--- src/rtl/mux_arb_pkg.sv ---
// Shared constants, state encoding and helpers for the 8-way round-robin mux arbiter.
package mux_arb_pkg;
  localparam int NUM_REQ = 8;
  localparam int SEL_W   = 3;

  typedef enum logic {IDLE, GRANT} arb_state_e;

  function automatic logic [NUM_REQ-1:0] onehot(input logic [SEL_W-1:0] i);
    return NUM_REQ'(1) << i;
  endfunction
endpackage

--- src/rtl/mux8_rr_arbiter_if.sv ---
// Requester-side bundle of the shared mux: request levels, data slices, grant and muxed data.
// Optional lock line present only when MUX_ARB_LOCK_EN is defined.
interface mux8_rr_arbiter_if #(parameter int DATA_W = 1);
  import mux_arb_pkg::*;

  logic [NUM_REQ-1:0]        req;
  logic [NUM_REQ*DATA_W-1:0] data_in;
  logic [NUM_REQ-1:0]        gnt;
  logic [SEL_W-1:0]          sel;
  logic                      valid;
  logic [DATA_W-1:0]         data_out;
`ifdef MUX_ARB_LOCK_EN
  logic                      lock;

  modport master (output req, data_in, lock, input gnt, sel, valid, data_out);
  modport slave  (input req, data_in, lock, output gnt, sel, valid, data_out);
`else
  modport master (output req, data_in, input gnt, sel, valid, data_out);
  modport slave  (input req, data_in, output gnt, sel, valid, data_out);
`endif
endinterface

--- src/rtl/rr_pick8.sv ---
// Rotating-priority search: first set bit of req scanning start, start+1, ... modulo 8.
module rr_pick8
  import mux_arb_pkg::*;
(
  input  logic [NUM_REQ-1:0] req,
  input  logic [SEL_W-1:0]   start,
  output logic               found,
  output logic [SEL_W-1:0]   idx
);
  logic [SEL_W-1:0] pos;

  always_comb begin
    found = 1'b0;
    idx   = start;
    pos   = start;
    for (int k = 0; k < NUM_REQ; k++) begin
      pos = start + SEL_W'(k);  // 3-bit add wraps 7 -> 0
      if (!found && req[pos]) begin
        found = 1'b1;
        idx   = pos;
      end
    end
  end
endmodule

--- src/rtl/mux8_rr_arbiter.sv ---
// Round-robin arbiter owning the select of an 8:1 data mux, with bounded grant hold.
// Define MUX_ARB_LOCK_EN to add a lock input that suppresses hold-limit preemption.
module mux8_rr_arbiter
  import mux_arb_pkg::*;
#(
  parameter int DATA_W   = 1,
  parameter int MAX_HOLD = 4
)(
  input  logic                clk,
  input  logic                reset,
  mux8_rr_arbiter_if.slave    bus
);
  localparam int HW = $clog2(MAX_HOLD + 1);
  localparam int NP = 2;  // pick 0: fresh grant from ptr, pick 1: handover from cur+1

  arb_state_e       state, state_n;
  logic [SEL_W-1:0] cur, cur_n, ptr, ptr_n;
  logic [HW-1:0]    hold_cnt, hold_n;
  logic             lock_w;

  logic [NP-1:0][NUM_REQ-1:0] pk_req;
  logic [NP-1:0][SEL_W-1:0]   pk_start, pk_idx;
  logic [NP-1:0]              pk_found;

`ifdef MUX_ARB_LOCK_EN
  assign lock_w = bus.lock;
`else
  assign lock_w = 1'b0;
`endif

  assign pk_req[0]   = bus.req;
  assign pk_start[0] = ptr;
  assign pk_req[1]   = bus.req & ~onehot(cur);
  assign pk_start[1] = cur + SEL_W'(1);

  for (genvar g = 0; g < NP; g++) begin : g_pick
    rr_pick8 u_pick (
      .req   (pk_req[g]),
      .start (pk_start[g]),
      .found (pk_found[g]),
      .idx   (pk_idx[g])
    );
  end

  always_comb begin
    state_n = state;
    cur_n   = cur;
    ptr_n   = ptr;
    hold_n  = hold_cnt;
    unique case (state)
      IDLE: begin
        if (pk_found[0]) begin
          state_n = GRANT;
          cur_n   = pk_idx[0];
          ptr_n   = pk_idx[0] + SEL_W'(1);
          hold_n  = HW'(1);
        end
      end
      GRANT: begin
        if (!bus.req[cur]) begin
          if (pk_found[1]) begin
            cur_n  = pk_idx[1];
            ptr_n  = pk_idx[1] + SEL_W'(1);
            hold_n = HW'(1);
          end else begin
            state_n = IDLE;
            hold_n  = '0;
          end
        end else if (hold_cnt < HW'(MAX_HOLD)) begin
          hold_n = hold_cnt + HW'(1);
        end else if (pk_found[1] && !lock_w) begin
          cur_n  = pk_idx[1];
          ptr_n  = pk_idx[1] + SEL_W'(1);
          hold_n = HW'(1);
        end
      end
      default: state_n = IDLE;
    endcase
  end

  always_ff @(posedge clk) begin
    if (reset) begin
      state     <= IDLE;
      cur       <= '0;
      ptr       <= '0;
      hold_cnt  <= '0;
      bus.gnt   <= '0;
      bus.valid <= 1'b0;
    end else begin
      state     <= state_n;
      cur       <= cur_n;
      ptr       <= ptr_n;
      hold_cnt  <= hold_n;
      bus.gnt   <= (state_n == GRANT) ? onehot(cur_n) : '0;
      bus.valid <= (state_n == GRANT);
    end
  end

  // sel holds the last owner while idle; the data path is gated by valid instead.
  assign bus.sel      = cur;
  assign bus.data_out = bus.valid ? bus.data_in[cur*DATA_W +: DATA_W] : '0;
endmodule

--- src/flat_wrapper.sv ---
// flat-port wrapper written by rule: the top's interface ports become plain ports
module mux8_rr_arbiter_flat import mux_arb_pkg::*;
#(
  parameter int DATA_W   = 1,
  parameter int MAX_HOLD = 4
)
  (clk, reset, bus_req, bus_data_in, bus_gnt, bus_sel, bus_valid, bus_data_out);
  mux8_rr_arbiter_if #(.DATA_W(DATA_W)) bus_i ();
  input  logic clk;
  input  logic reset;
  input wire logic [$bits(bus_i.req)-1:0] bus_req;
  input wire logic [$bits(bus_i.data_in)-1:0] bus_data_in;
  output wire logic [$bits(bus_i.gnt)-1:0] bus_gnt;
  output wire logic [$bits(bus_i.sel)-1:0] bus_sel;
  output wire logic [$bits(bus_i.valid)-1:0] bus_valid;
  output wire logic [$bits(bus_i.data_out)-1:0] bus_data_out;
  assign bus_i.req = bus_req;
  assign bus_i.data_in = bus_data_in;
  assign bus_gnt = bus_i.gnt;
  assign bus_sel = bus_i.sel;
  assign bus_valid = bus_i.valid;
  assign bus_data_out = bus_i.data_out;
  mux8_rr_arbiter #(.DATA_W(DATA_W), .MAX_HOLD(MAX_HOLD)) u_core (.clk(clk), .reset(reset), .bus(bus_i));
endmodule
--- config.mk ---
export PLATFORM = sky130hd
export DESIGN_NAME = mux8_rr_arbiter_flat
export DESIGN_NICKNAME = d
export VERILOG_FILES = /design/src/rtl/mux_arb_pkg.sv /design/src/rtl/mux8_rr_arbiter_if.sv /design/src/rtl/rr_pick8.sv /design/src/rtl/mux8_rr_arbiter.sv /design/src/flat_wrapper.sv
export SDC_FILE = /design/constraint.sdc
export NUM_CORES = 1
export LEC_CHECK = 0
export ABC_AREA = 1
export CORE_MARGIN = 2
export CORE_UTILIZATION = 52
export DETAILED_ROUTE_END_ITERATION = 8
export PLACE_DENSITY_LB_ADDON = 0.2
export SLEW_MARGIN = 30
export SYNTH_ARGS = -nofsm -noshare
export SYNTH_HDL_FRONTEND = slang
export SYNTH_SLANG_ARGS = --single-unit
--- constraint.sdc ---
create_clock -name clk -period 2.72 [get_ports clk]
set_input_delay 0.408 -clock clk [delete_from_list [all_inputs] [get_ports clk]]
set_output_delay 0.408 -clock clk [all_outputs]
set_load 0.02 [all_outputs]
==> reports/metrics.csv <==
metric,value,unit
routed wire length,9076,um
Critical R2R Capture,u_core.ptr[2],
die extent in x,74.25,um
Initial DRT Pass Iterations,5,
synthesized net count,476,
library cells used by synthesis,37,
Final Cycle Share,111.7,%
filler cell count,349,
post-synth top area cell,nand2_1,
ANT nets after route,0,
register bit count reported by yosys,18,
Nets,579,
synth top area cells,"nand2_1, dfxtp_1, nand3_1, inv_1, ha_1",
yosys warns,0,
Diodes inserted,0,
final worst slack,-0.3195,ns
final hold vios,0,
initial antenna violation count,0,
max-cap violation count,0,
maximum clock frequency,329.0,MHz
Sequential Area,371.6,um^2
largest net degree at the start of global routing,16,
Min-Delay Endpoint,u_core.hold_cnt[0],
CP required,2.87,ns
Hold Path Depth,2,
Setup crit end kind,flop,
drc violations,0,
setup TNS,-2.324,ns
Yosys top cell area share,20.62,%
DP Worst Slack,-0.4407,ns
die span in y,74.25,um
Port-buffer cells,30,
Worst R2R Start,u_core.bus.sel[0],
Final min period,3.040,ns
global route overflow,0,
"Max stage delay cell, worst path",dfxtp_4,
CP Launch Type,flop,
Vias/cell,5.495,
skew final,0.001644,ns
first-pass GRT wire length,13400,um
num rows,25,
CTS tree,yes,
critical path class,flop to flop,
critical-path cell list,buf_6 -> inv_6 -> ha_4 -> nand2_2 -> nand2_4 -> nand3_4 -> nand3_4 -> nand2_4 -> nor2_4 -> nand4_1 -> nor2_2 -> nand3_2 -> buf_4 -> nand2_1 -> nand2_1 -> o21ai_2 -> ha_2 -> inv_2 -> nand3_2 -> nand2_1 -> nor2_1 -> nor2_1,
total track usage,31.15,%
Mapped Cells,447,
wire per inst,14.73,um
CTS Buf Count,3,
I/O pin total,31,
worst reg2reg setup slack,-0.32,ns
dpl hpwl,6239,um
Clock Sinks,18,
outcome,"complete, but fails checks",
Slew HR,67.62,%
Least-Margin Pin Slew,0.4852,ns
Max Root-Sink Buffers,2,
# setup viols final,13,
Post-Synthesis Cell Area,2566,um^2
die area,5513,um^2
share of cells above drive strength 1,34.97,%
max-slew violations,0,
failing checks,setup timing,
Worst path most repeated cell,nand2_1,
Min-Delay Startpoint,u_core.hold_cnt[0],
CP peak stage delay,0.37,ns
clk_lat worst skew,0.25,ns
GP Congestion,1.012,
final design utilization,80.95,%
Initial Utilization,53.97,%
critical-path maximum fanout,7,
Worst R2R Path Depth,22,
clk slew on worst S/H paths,0.07,ns
synthesized area per cell,5.741,um^2
H-tree levels,1,
multi-input logic area,2201,um^2
Vias,3385,
RSZ-0062 raised after global routing,yes,
Critical Path AT,3.19,ns
drt first-iter violations,416,
"Seq/Total Area, Yosys",14.04,%
core area,4755,um^2
Syn-to-layout area delta,49.98,%
clock root buffer master,clkbuf_8,
worst hold path class,flop to flop,
vias in the first global route,3053,
## cell type report
type | instances | area share, %
timing repair buffer | 110 | 23.47
clock buffer | 4 | 1.430
multi-input combinational | 358 | 57.18
tap | 67 | 2.178
inverter | 59 | 6.079
sequential | 18 | 9.655
## routing by layer
| layer | track usage, % | vias up | part of all wire (%) |
|---|---|---|---|
| met4 | 10.12 | 0 | 1.1 |
| met5 | 0 | - | 0 |
| met2 | 54.66 | 158 | 50 |
| met3 | 2.304 | 10 | 7.0 |
| met1 | 40.62 | 1562 | 42 |
| li1 | - | 1655 | - |
## worst max path at each step
stage                            from  slack [ns]  cells after the start       endpoint
global placement           bus_req[6]       -0.37                     23  u_core.ptr[2]
CTS                 u_core.bus.sel[0]       -0.14                     23  u_core.ptr[2]
global route        u_core.bus.sel[0]       -0.52                     23  u_core.ptr[2]
floorplan           u_core.bus.sel[0]       -0.21                     26  u_core.ptr[2]
detailed placement         bus_req[7]       -0.44                     23  u_core.ptr[2]
finish              u_core.bus.sel[0]       -0.32                     22  u_core.ptr[2]
## cell usage after synthesis
master / n
buf_6: 6
o41ai_1: 1
buf_4: 1
o21a_1: 3
nand3_1: 70
buf_2: 4
o21bai_1: 1
a31oi_1: 3
inv_4: 1
nand3b_1: 3
and2_1: 3
dfxtp_1: 18
nand2_1: 141
nand3_2: 9
o21ai_0: 22
ha_1: 11
a21oi_2: 1
nand4_1: 3
o21ai_1: 5
nand2_2: 16
a41oi_1: 1
o211ai_1: 2
a21oi_4: 1
inv_2: 13
nor2_4: 5
o2111ai_1: 1
clkbuf_1: 1
xor2_1: 4
inv_1: 42
a21oi_1: 11
nor2_1: 30
nand4_2: 2
inv_6: 2
nor2_2: 3
clkinv_1: 1
o21ai_2: 3
xnor2_1: 3
## critical path: cells and delay by family, from the launching register on
family	cells	cell delay, ns
AO/OA/AOI/OAI	1	0.19
adder cells (fa/ha/maj)	2	0.55
buffers and inverters	4	0.34
flip-flops	1	0.37
AND/OR/NAND/NOR	15	1.47
## flip-flops by register name, summed over array words and instances, names as in the netlist
signal	count
u_core.bus.sel	3
u_core.bus.gnt	8
u_core.ptr	3
u_core.bus.valid	1
u_core.hold_cnt	3
## cell families (layout without fill, tap and decap cells)
| family | count (synthesis) | count (layout) | share of synthesized area [%] |
|---|---|---|---|
| compound gates | 55 | 55 | 12.92 |
| buf+inv | 71 | 173 | 12.97 |
| flops | 18 | 18 | 14.04 |
| simple gates | 285 | 285 | 52.32 |
| fa+ha+maj | 11 | 11 | 5.363 |
| xor+xnor | 7 | 7 | 2.389 |
## repair_timing
item / 4_1_cts / 5_1_grt
setup buffers: 8 / 6
hold buffers: 0 / 0
gates resized for setup: 41 / 33
endpoints found under the setup margin: 12 / 18
pin swaps: 25 / 22
## through the flow
stage               cell area [um^2]  hold slack [ns]  std cells
global route                    3849           0.5199        616
CTS                             3645           0.4916        610
global placement                3403           0.4672        599
finish                          3849           0.4914        616
detailed placement              3403           0.4795        599
floorplan                       2619           0.4533        447
## cells in the final DEF (no fill, tap or decap), drive strengths merged, types with 4 or more instances in the layout
cell type      Yosys  final
nor2              38     38
dlygate4sd2        0      6
nand4              5      5
nand2            157    157
dfxtp             18     18
clkdlybuf4s50      0     23
a21oi             13     13
xor2               4      4
inv               58     58
clkbuf             1      4
nand3             79     79
ha                11     11
buf               11     80
o21ai             30     30
Power is left out: the tool's default activity adds up to more than one toggle a clock period on the data nets, which glitch-free logic cannot reach.
